[config.mk]
export PLATFORM = sky130hd
export DESIGN_NAME = control_unit_flat
export DESIGN_NICKNAME = d
export VERILOG_FILES = /design/src/rtl/control_unit_pkg.sv /design/src/rtl/control_unit_if.sv /design/src/rtl/control_unit_decode.sv /design/src/rtl/control_unit.sv /design/src/flat_wrapper.sv
export SDC_FILE = /design/constraint.sdc
export NUM_CORES = 1
export LEC_CHECK = 0
export CORE_UTILIZATION = 30
export DETAILED_ROUTE_END_ITERATION = 6
export RECOVER_POWER = 100
export SLEW_MARGIN = 20
export SYNTH_ARGS = -nofsm -noshare
export SYNTH_HDL_FRONTEND = slang
export SYNTH_SLANG_ARGS = --single-unit
[constraint.sdc]
create_clock -name clk -period 0.8 [get_ports clk]
set_clock_uncertainty 0.1 [all_clocks]
set_input_delay 0.16 -clock clk [delete_from_list [all_inputs] [get_ports clk]]
set_output_delay 0.16 -clock clk [all_outputs]
set_load 0.05 [all_outputs]
[src/rtl/control_unit_pkg.sv]
// RV32I control decode shared definitions.
// Opcodes, select encodings and the ctrl_bundle output record.
package rv32_ctrl_pkg;

  localparam logic [6:0] OP_R      = 7'b0110011;
  localparam logic [6:0] OP_I      = 7'b0010011;
  localparam logic [6:0] OP_LOAD   = 7'b0000011;
  localparam logic [6:0] OP_STORE  = 7'b0100011;
  localparam logic [6:0] OP_BRANCH = 7'b1100011;
  localparam logic [6:0] OP_JAL    = 7'b1101111;
  localparam logic [6:0] OP_JALR   = 7'b1100111;
  localparam logic [6:0] OP_LUI    = 7'b0110111;
  localparam logic [6:0] OP_AUIPC  = 7'b0010111;

  localparam logic [6:0] F7_BASE = 7'b0000000;
  localparam logic [6:0] F7_ALT  = 7'b0100000;

  localparam logic [4:0] ALU_ADD  = 5'd0;
  localparam logic [4:0] ALU_SUB  = 5'd1;
  localparam logic [4:0] ALU_SLL  = 5'd2;
  localparam logic [4:0] ALU_SLT  = 5'd3;
  localparam logic [4:0] ALU_SLTU = 5'd4;
  localparam logic [4:0] ALU_XOR  = 5'd5;
  localparam logic [4:0] ALU_SRL  = 5'd6;
  localparam logic [4:0] ALU_SRA  = 5'd7;
  localparam logic [4:0] ALU_OR   = 5'd8;
  localparam logic [4:0] ALU_AND  = 5'd9;
  localparam logic [4:0] CMP_BEQ  = 5'd10;
  localparam logic [4:0] CMP_BLT  = 5'd12;

  localparam logic [2:0] IMM_I = 3'b000;
  localparam logic [2:0] IMM_S = 3'b001;
  localparam logic [2:0] IMM_B = 3'b010;
  localparam logic [2:0] IMM_U = 3'b011;
  localparam logic [2:0] IMM_J = 3'b100;

  localparam logic [1:0] PC_PLUS4  = 2'b00;
  localparam logic [1:0] PC_BRANCH = 2'b01;
  localparam logic [1:0] PC_JAL    = 2'b10;
  localparam logic [1:0] PC_JALR   = 2'b11;

  localparam logic [1:0] B_RS2  = 2'b00;
  localparam logic [1:0] B_IMM  = 2'b01;
  localparam logic [1:0] B_FOUR = 2'b10;

  localparam logic A_RS1 = 1'b0;
  localparam logic A_PC  = 1'b1;

  localparam logic [1:0] WB_ALU  = 2'b00;
  localparam logic [1:0] WB_LOAD = 2'b01;
  localparam logic [1:0] WB_UIMM = 2'b10;

  localparam logic [1:0] SH_NONE = 2'b00;
  localparam logic [1:0] SH_RS2  = 2'b01;
  localparam logic [1:0] SH_IMM  = 2'b10;

  localparam logic [1:0] EXT_SIGN = 2'b00;
  localparam logic [1:0] EXT_ZERO = 2'b01;

  typedef struct packed {
    logic [1:0] size_sel;
    logic [4:0] op;
    logic       mem_we;
    logic [1:0] pc_sel;
    logic [2:0] imm_sel;
    logic [1:0] b_sel;
    logic       a_sel;
    logic [1:0] wb_sel;
    logic [1:0] sh_sel;
    logic       reg_we;
    logic [1:0] ext_sel;
  } ctrl_bundle;

  localparam ctrl_bundle CTRL_DEFAULT = '0;

  // alt selects SUB/SRA; caller decides when it applies.
  function automatic logic [4:0] alu_op(
    input logic [2:0] f3,
    input logic       alt
  );
    logic [4:0] r;
    r = ALU_ADD;
    case (f3)
      3'b000: r = alt ? ALU_SUB : ALU_ADD;
      3'b001: r = ALU_SLL;
      3'b010: r = ALU_SLT;
      3'b011: r = ALU_SLTU;
      3'b100: r = ALU_XOR;
      3'b101: r = alt ? ALU_SRA : ALU_SRL;
      3'b110: r = ALU_OR;
      default: r = ALU_AND;
    endcase
    return r;
  endfunction

endpackage

[src/rtl/control_unit_if.sv]
// Instruction-field in / control-select out bundle.
// master: fetch side drives fields; slave: control unit drives selects.
interface control_unit_if;
  logic [6:0] opcode;
  logic [2:0] func3;
  logic [6:0] func7;
  logic [1:0] size_sel;
  logic [4:0] operation_sel;
  logic       enable_write;
  logic [1:0] PC_genrator_sel;
  logic [2:0] imm_sel;
  logic [1:0] rs2_or_imm_or_4;
  logic       PC_or_rs1;
  logic [1:0] ALU_or_load_or_immShiftedBy12;
  logic [1:0] Shift_amount;
  logic       Enable_Reg;
  logic [1:0] sign_selection;

  modport master (
    output opcode, func3, func7,
    input  size_sel, operation_sel, enable_write,
    input  PC_genrator_sel, imm_sel, rs2_or_imm_or_4,
    input  PC_or_rs1, ALU_or_load_or_immShiftedBy12,
    input  Shift_amount, Enable_Reg, sign_selection
  );

  modport slave (
    input  opcode, func3, func7,
    output size_sel, operation_sel, enable_write,
    output PC_genrator_sel, imm_sel, rs2_or_imm_or_4,
    output PC_or_rs1, ALU_or_load_or_immShiftedBy12,
    output Shift_amount, Enable_Reg, sign_selection
  );
endinterface

[src/rtl/control_unit_decode.sv]
// Combinational RV32I decode: opcode/func3/func7 -> ctrl_bundle.
// Illegal encodings yield CTRL_DEFAULT (no writes, PC+4).
module control_decode
  import rv32_ctrl_pkg::*;
(
  input  logic [6:0] opcode,
  input  logic [2:0] func3,
  input  logic [6:0] func7,
  output ctrl_bundle ctrl
);

  logic is_shift;
  logic alt;
  logic base;

  assign is_shift = (func3 == 3'b001) || (func3 == 3'b101);
  assign alt      = (func7 == F7_ALT);
  assign base     = (func7 == F7_BASE);

  always_comb begin
    ctrl = CTRL_DEFAULT;
    unique case (1'b1)
      opcode == OP_R: begin
        if (base || (alt && (func3 == 3'b000 ||
                             func3 == 3'b101))) begin
          ctrl.op     = alu_op(func3, alt);
          ctrl.reg_we = 1'b1;
          ctrl.sh_sel = is_shift ? SH_RS2 : SH_NONE;
        end
      end
      opcode == OP_I: begin
        // func7 is immediate data except on shifts.
        if (!is_shift || base ||
            (alt && func3 == 3'b101)) begin
          ctrl.op      = alu_op(func3,
                                alt && func3 == 3'b101);
          ctrl.b_sel   = B_IMM;
          ctrl.imm_sel = IMM_I;
          ctrl.reg_we  = 1'b1;
          ctrl.sh_sel  = is_shift ? SH_IMM : SH_NONE;
        end
      end
      opcode == OP_LOAD: begin
        if (func3[1:0] != 2'b11 && func3 != 3'b110) begin
          ctrl.b_sel    = B_IMM;
          ctrl.wb_sel   = WB_LOAD;
          ctrl.reg_we   = 1'b1;
          ctrl.size_sel = func3[1:0];
          ctrl.ext_sel  = func3[2] ? EXT_ZERO : EXT_SIGN;
        end
      end
      opcode == OP_STORE: begin
        if (!func3[2] && func3[1:0] != 2'b11) begin
          ctrl.b_sel    = B_IMM;
          ctrl.imm_sel  = IMM_S;
          ctrl.mem_we   = 1'b1;
          ctrl.size_sel = func3[1:0];
        end
      end
      opcode == OP_BRANCH: begin
        // 010/011 are holes in the branch func3 space.
        if (func3[2:1] != 2'b01) begin
          ctrl.op = func3[2]
                  ? CMP_BLT + {3'b000, func3[1:0]}
                  : CMP_BEQ + {4'b0000, func3[0]};
          ctrl.imm_sel = IMM_B;
          ctrl.pc_sel  = PC_BRANCH;
        end
      end
      opcode == OP_JAL: begin
        ctrl.a_sel   = A_PC;
        ctrl.b_sel   = B_FOUR;
        ctrl.imm_sel = IMM_J;
        ctrl.pc_sel  = PC_JAL;
        ctrl.reg_we  = 1'b1;
      end
      opcode == OP_JALR: begin
        if (func3 == 3'b000) begin
          ctrl.a_sel   = A_PC;
          ctrl.b_sel   = B_FOUR;
          ctrl.imm_sel = IMM_I;
          ctrl.pc_sel  = PC_JALR;
          ctrl.reg_we  = 1'b1;
        end
      end
      opcode == OP_LUI: begin
        ctrl.imm_sel = IMM_U;
        ctrl.wb_sel  = WB_UIMM;
        ctrl.reg_we  = 1'b1;
      end
      opcode == OP_AUIPC: begin
        ctrl.a_sel   = A_PC;
        ctrl.b_sel   = B_IMM;
        ctrl.imm_sel = IMM_U;
        ctrl.reg_we  = 1'b1;
      end
      default: ;
    endcase
  end

endmodule

[src/rtl/control_unit.sv]
// RV32I main decoder with registered outputs (1-cycle latency).
// clk, rst_n (async low) and a control_unit_if slave port.
module control_unit
  import rv32_ctrl_pkg::*;
(
  input  logic           clk,
  input  logic           rst_n,
  control_unit_if.slave  bus
);

  ctrl_bundle nxt;
  ctrl_bundle q;

  control_decode u_dec (
    .opcode (bus.opcode),
    .func3  (bus.func3),
    .func7  (bus.func7),
    .ctrl   (nxt)
  );

  always_ff @(posedge clk or negedge rst_n) begin
    if (!rst_n) q <= CTRL_DEFAULT;
    else        q <= nxt;
  end

  assign bus.size_sel        = q.size_sel;
  assign bus.operation_sel   = q.op;
  assign bus.enable_write    = q.mem_we;
  assign bus.PC_genrator_sel = q.pc_sel;
  assign bus.imm_sel         = q.imm_sel;
  assign bus.rs2_or_imm_or_4 = q.b_sel;
  assign bus.PC_or_rs1       = q.a_sel;
  assign bus.ALU_or_load_or_immShiftedBy12 = q.wb_sel;
  assign bus.Shift_amount    = q.sh_sel;
  assign bus.Enable_Reg      = q.reg_we;
  assign bus.sign_selection  = q.ext_sel;

endmodule

[src/flat_wrapper.sv]
// flat-port wrapper written by rule: the top's interface ports become plain ports
module control_unit_flat import rv32_ctrl_pkg::*;
  (clk, rst_n, bus_opcode, bus_func3, bus_func7, bus_size_sel, bus_operation_sel, bus_enable_write, bus_PC_genrator_sel, bus_imm_sel, bus_rs2_or_imm_or_4, bus_PC_or_rs1, bus_ALU_or_load_or_immShiftedBy12, bus_Shift_amount, bus_Enable_Reg, bus_sign_selection);
  control_unit_if bus_i ();
  input  logic clk;
  input  logic rst_n;
  input wire logic [$bits(bus_i.opcode)-1:0] bus_opcode;
  input wire logic [$bits(bus_i.func3)-1:0] bus_func3;
  input wire logic [$bits(bus_i.func7)-1:0] bus_func7;
  output wire logic [$bits(bus_i.size_sel)-1:0] bus_size_sel;
  output wire logic [$bits(bus_i.operation_sel)-1:0] bus_operation_sel;
  output wire logic [$bits(bus_i.enable_write)-1:0] bus_enable_write;
  output wire logic [$bits(bus_i.PC_genrator_sel)-1:0] bus_PC_genrator_sel;
  output wire logic [$bits(bus_i.imm_sel)-1:0] bus_imm_sel;
  output wire logic [$bits(bus_i.rs2_or_imm_or_4)-1:0] bus_rs2_or_imm_or_4;
  output wire logic [$bits(bus_i.PC_or_rs1)-1:0] bus_PC_or_rs1;
  output wire logic [$bits(bus_i.ALU_or_load_or_immShiftedBy12)-1:0] bus_ALU_or_load_or_immShiftedBy12;
  output wire logic [$bits(bus_i.Shift_amount)-1:0] bus_Shift_amount;
  output wire logic [$bits(bus_i.Enable_Reg)-1:0] bus_Enable_Reg;
  output wire logic [$bits(bus_i.sign_selection)-1:0] bus_sign_selection;
  assign bus_i.opcode = bus_opcode;
  assign bus_i.func3 = bus_func3;
  assign bus_i.func7 = bus_func7;
  assign bus_size_sel = bus_i.size_sel;
  assign bus_operation_sel = bus_i.operation_sel;
  assign bus_enable_write = bus_i.enable_write;
  assign bus_PC_genrator_sel = bus_i.PC_genrator_sel;
  assign bus_imm_sel = bus_i.imm_sel;
  assign bus_rs2_or_imm_or_4 = bus_i.rs2_or_imm_or_4;
  assign bus_PC_or_rs1 = bus_i.PC_or_rs1;
  assign bus_ALU_or_load_or_immShiftedBy12 = bus_i.ALU_or_load_or_immShiftedBy12;
  assign bus_Shift_amount = bus_i.Shift_amount;
  assign bus_Enable_Reg = bus_i.Enable_Reg;
  assign bus_sign_selection = bus_i.sign_selection;
  control_unit u_core (.clk(clk), .rst_n(rst_n), .bus(bus_i));
endmodule
; ---- After elaboration in Yosys (flattened, before gate mapping)
; Index checks and enable logic that the tools add are counted.
[totals]
regBits = 23
inputBits = 19
out_inout_bits = 23
[classes]
add_sub_neg = 2
n_eq_ne = 19
mux = 36
reduce_logical = 16
[ops]
columns = op, count
row1 = 4-bit one-hot mux with 7 select lines, 2
row2 = 7-bit by 6-bit equality test with 1-bit output (second input constant), 4
row3 = 7-bit equality test (second input constant), 3
row4 = 3-bit one-hot mux with 6 select lines, 1
row5 = 5-bit 2-to-1 mux, 3
row6 = 5-bit one-hot mux with 3 select lines, 1
row7 = 7-bit by 5-bit equality test with 1-bit output (second input constant), 2
row8 = 2-bit one-hot mux with 2 select lines, 3
row9 = 2-bit one-hot mux with 6 select lines, 1
row10 = 1-bit 2-to-1 mux, 11
row11 = 2-bit 2-to-1 mux, 5
row12 = 3-bit equality test (second input constant), 3
row13 = 3-bit 2-to-1 mux, 3
row14 = 4-bit 2-to-1 mux, 2
row15 = 8-bit 2-to-1 mux, 1
row16 = 7-bit by 2-bit equality test with 1-bit output (second input constant), 1
row17 = 7-bit zero test, 1
row18 = 3-bit by 2-bit equality test with 1-bit output (second input constant), 2
row19 = 2-bit one-hot mux with 3 select lines, 1
row20 = 4-bit by 1-bit adder with 5-bit output (first input constant), 1
row21 = 4-bit by 2-bit adder with 5-bit output (first input constant), 1
row22 = 1-bit logical OR, 5
row23 = 1-bit one-hot mux with 5 select lines, 1
row24 = 1-bit logical AND, 4
row25 = 9 further kinds, 11

; ---- Depth between registers and ports, before layout
[depth]
word_depth = 7
mapped_depth = 6
ltp_nobuf = 5

; ---- Hierarchy
; A second synthesis with hierarchy kept.
[unflattened]
cells_unflattened = 97
area_unflattened_um2 = 1082.3
[modules_own_cells]
columns = module, instances, cells_each, area_each_um2
row1 = control_unit, 1, 23, 575.6
row2 = control_decode, 1, 74, 506.7

; ---- Worst setup path after synthesis
; No wires, ideal clock.
[synth_path]
path_kind = input to register
start = input bus_func3[1]
end = register u_core.q (netlist bit u_core.bus.operation_sel[0])
setup_time_ns = 0.126
arrival_time_ns = 1.301
required_ns = 0.574
setup_slack_ns = -0.727
path_stages = 6
path_buffers = 1
cell_sequence = clkbuf_1 inv_1 nand2_1 o211a_1 or2_4 a221o_1
[synth_rtl]
columns = element, line_no
row1 = from (decl), flat_wrapper.sv:8  ; input wire logic [$bits(bus_i.func3)-1:0] bus_func3;
row2 = to (signal assigned), control_unit.sv:23  ; else q <= nxt;
row3 = to (decl), control_unit.sv:12  ; ctrl_bundle q;

==> flow_metrics.env <==
export IMPL_synth_cell_types=38
export IMPL_wl_mm=2.81
export IMPL_cts_sinks=21
export IMPL_cp_arrival_ns=1.58
export IMPL_synth_xor_area_frac=0.00888
export IMPL_post_place_ws_ns=-1.30
export IMPL_synth_top_family_by_area="simple AND/OR/NAND/NOR gates"
export IMPL_hold_ws_ns=-0.0280
export IMPL_period_minus_slack_ns=1.44
export IMPL_multi_input_area_um2=574
export IMPL_antenna_cells=0
export IMPL_setup_viol_count_final=41
export IMPL_slew_violations=0
export IMPL_synthAdderAreaFrac=0.0127
export IMPL_antenna_found_initial=0
export IMPL_ant_nets=0
export IMPL_end_kind="flop"
export IMPL_fin_ws_ns=-0.642
export IMPL_start_kind="input pin"
export IMPL_coreArea_um2=3080
export IMPL_drc=0
export IMPL_numCtsBuffers=3
export IMPL_synth_compound_area_frac=0.137
export IMPL_start_util=0.320
export IMPL_synth_seq_area_share=0.533
export IMPL_place_congestion=0.832
export IMPL_power_density_nw_per_um2=970
export IMPL_first_pass_iters=4
export IMPL_rsz0062_at_grt="yes"
export IMPL_nFillCells=216
export IMPL_final_util=0.694
export IMPL_clock_path_buffers=2
export IMPL_regArea_um2=551
export IMPL_wl_per_cell_um=13.1
export IMPL_max_freq_mhz=693
export IMPL_grt_pass1_vias=1022
export IMPL_syn_avg_cell_area_um2=10.4
export IMPL_drt_iter0_drc=38
export IMPL_status="finished with violations"
export IMPL_areaGrowthSynthToFinish_pct=117
export IMPL_synthMuxAreaShare=0
export IMPL_async_flop_share=1.00
export IMPL_fp_dieH_um=59.3
export IMPL_violations="negative hold slack, negative setup slack"
export IMPL_dieWidth_um=59.3
export IMPL_cts_tree="yes"
export IMPL_yosysTopAreaCellShare=0.533
export IMPL_rows=20
export IMPL_grt_ovfl_total=0
export IMPL_synth_top_cell_by_area="dfrtp_1"
export IMPL_criticalPathCategory="input pin to flop"
export IMPL_final_cell_count_no_fill=214
export IMPL_h_tree_depth=1
export IMPL_maxCapViolCount=0
export IMPL_io_buffers=39
export IMPL_die_area_um2=3520
export IMPL_grt_usage=0.180
export IMPL_grt_pass1_wl_mm=4.61
export IMPL_period_share=1.80
export IMPL_cts_root_buf="clkbuf_4"
export IMPL_syn_inst=95
export IMPL_final_nets=191
export IMPL_synthTopCellsByArea="dfrtp_1, nor2_1, o211a_1"
export IMPL_synth_edff_count=0
export IMPL_power_leakage_uw=0.000998
export IMPL_vdd_drop_max_mv=0.623
export IMPL_vias=1008
export IMPL_finalSetupTns_ns=-14.71
export IMPL_ys_warn_count=0
export IMPL_synthesis_area_um2=986
export IMPL_io_pin_count=42
export IMPL_synthTopCellsByCount="dfrtp_1, nor2_1, nand2_1"
export IMPL_yosysMostFrequentCell="dfrtp_1"
export IMPL_hold_viol=2
export IMPL_synth_ff_latch_count=21
export IMPL_required_ns=0.94
export IMPL_dp_final_hpwl_mm=2.03
export IMPL_vias_per_cell=4.71
export IMPL_placed_cells=202
export IMPL_total_power_uw=2070
export IMPL_drive_gt1_frac=0.718
export IMPL_yosys_area_share_simple=0.246
export IMPL_hp_class="input pin to flop"
export IMPL_cp_max_fo=3
export IMPL_synth_ff_type="dfrtp_1"
export IMPL_grt_start_max_net_pins=22
export IMPL_cts_clk_slew_worst_paths_ns=0.12
-- stage by stage --
step | hold WS [ns] | instance area (um^2)
after floorplan | -0.236 | 1100
after global placement | 0.417 | 1900
after detailed placement | 0.429 | 1900
after CTS | -0.0338 | 2080
after global routing | -0.0354 | 2140
final | -0.0280 | 2140
-- kinds of logic after synthesis --
kind of cell,count (synthesis)
AND/OR/NAND/NOR,43
flip-flops,21
AO/OA/AOI/OAI,17
buffers and inverters,11
XOR/XNOR,1
adder cells (fa/ha/maj),1
other,1
-- cell type report --
class / count / share of cell area
clock buffers: 4 / 0.0123
flip-flops and latches: 21 / 0.258
repair buffers: 77 / 0.429
well taps: 44 / 0.0258
inverters: 4 / 0.00703
multi-input cells: 64 / 0.269
-- layout by cell type (no fill, tap or decap), types with 2 or more instances in the layout --
cell type / Yosys / final
nand2_4: 0 / 2
nor2_1: 12 / 8
buf_6: 1 / 17
nand4b_1: 2 / 2
nand2b_4: 0 / 2
nor3_4: 0 / 5
a21oi_1: 3 / 2
buf_12: 0 / 21
buf_8: 0 / 2
nor2_4: 0 / 2
o211a_1: 3 / 2
dfrtp_2: 0 / 20
clkbuf_4: 0 / 3
nor2_2: 0 / 2
nand2_1: 8 / 5
buf_4: 2 / 26
inv_1: 4 / 3
dlygate4sd2_1: 0 / 2
buf_2: 1 / 5
a21o_1: 2 / 2
conb_1: 1 / 2
clkbuf_1: 3 / 2
-- sequential cells by signal, summed over array words and instances, names as in the netlist --
register                                  count
u_core.bus.sign_selection                     1
u_core.bus.enable_write                       1
u_core.bus.imm_sel                            3
u_core.bus.Shift_amount                       2
u_core.bus.size_sel                           2
u_core.bus.Enable_Reg                         1
u_core.bus.rs2_or_imm_or_4                    2
u_core.bus.ALU_or_load_or_immShiftedBy12      2
u_core.bus.operation_sel                      4
u_core.bus.PC_genrator_sel                    2
u_core.bus.PC_or_rs1                          1
-- worst max-delay path: stages --
cell and delay [ns]:
buf_6 0.09, or4_4 0.55, buf_4 0.16, nor3_4 0.13
and4_4 0.25, or2_4 0.12, a221o_1 0.12
-- worst paths after layout --
| check | start | endpoint | slack (ns) | cells after the start |
|---|---|---|---|---|
| hold / removal | bus_opcode[2] | u_core.bus.PC_genrator_sel[1]$_DFF_PN0_ | -0.03 | 2 |
| setup / recovery | bus_func7[2] | u_core.bus.operation_sel[0]$_DFF_PN0_ | -0.64 | 7 |
| min in group asynchronous | rst_n | u_core.bus.operation_sel[3]$_DFF_PN0_ | 0.17 | 2 |
| max in group asynchronous | rst_n | u_core.bus.size_sel[0]$_DFF_PN0_ | 0.07 | 2 |
-- routing by layer --
layer	GRT usage	vias to the layer above	wire [um]
li1	-	478	-
met1	0.219	491	1150
met2	0.310	37	1510
met3	0.0131	2	117
met4	0.105	0	34
met5	0	-	0
-- where the power goes --
part	total (uW)	switching [uW]	leakage, uW	internal (uW)
logic	495	247	0.000723	248
registers	1070	6.03	0.000260	1070
clock network	504	310	0.0000150	194
total	2070	563	0.000998	1510
-- repair_timing --
item                                   4_1_cts  5_1_grt
resized for setup                           84       20
pin swaps                                   24       12
cloned                                       0        0
setup endpoints to repair                   42       42
setup buffers                                8        3
endpoints found under the hold margin        2        2
Note: power is estimated with default switching activity, not from simulation.
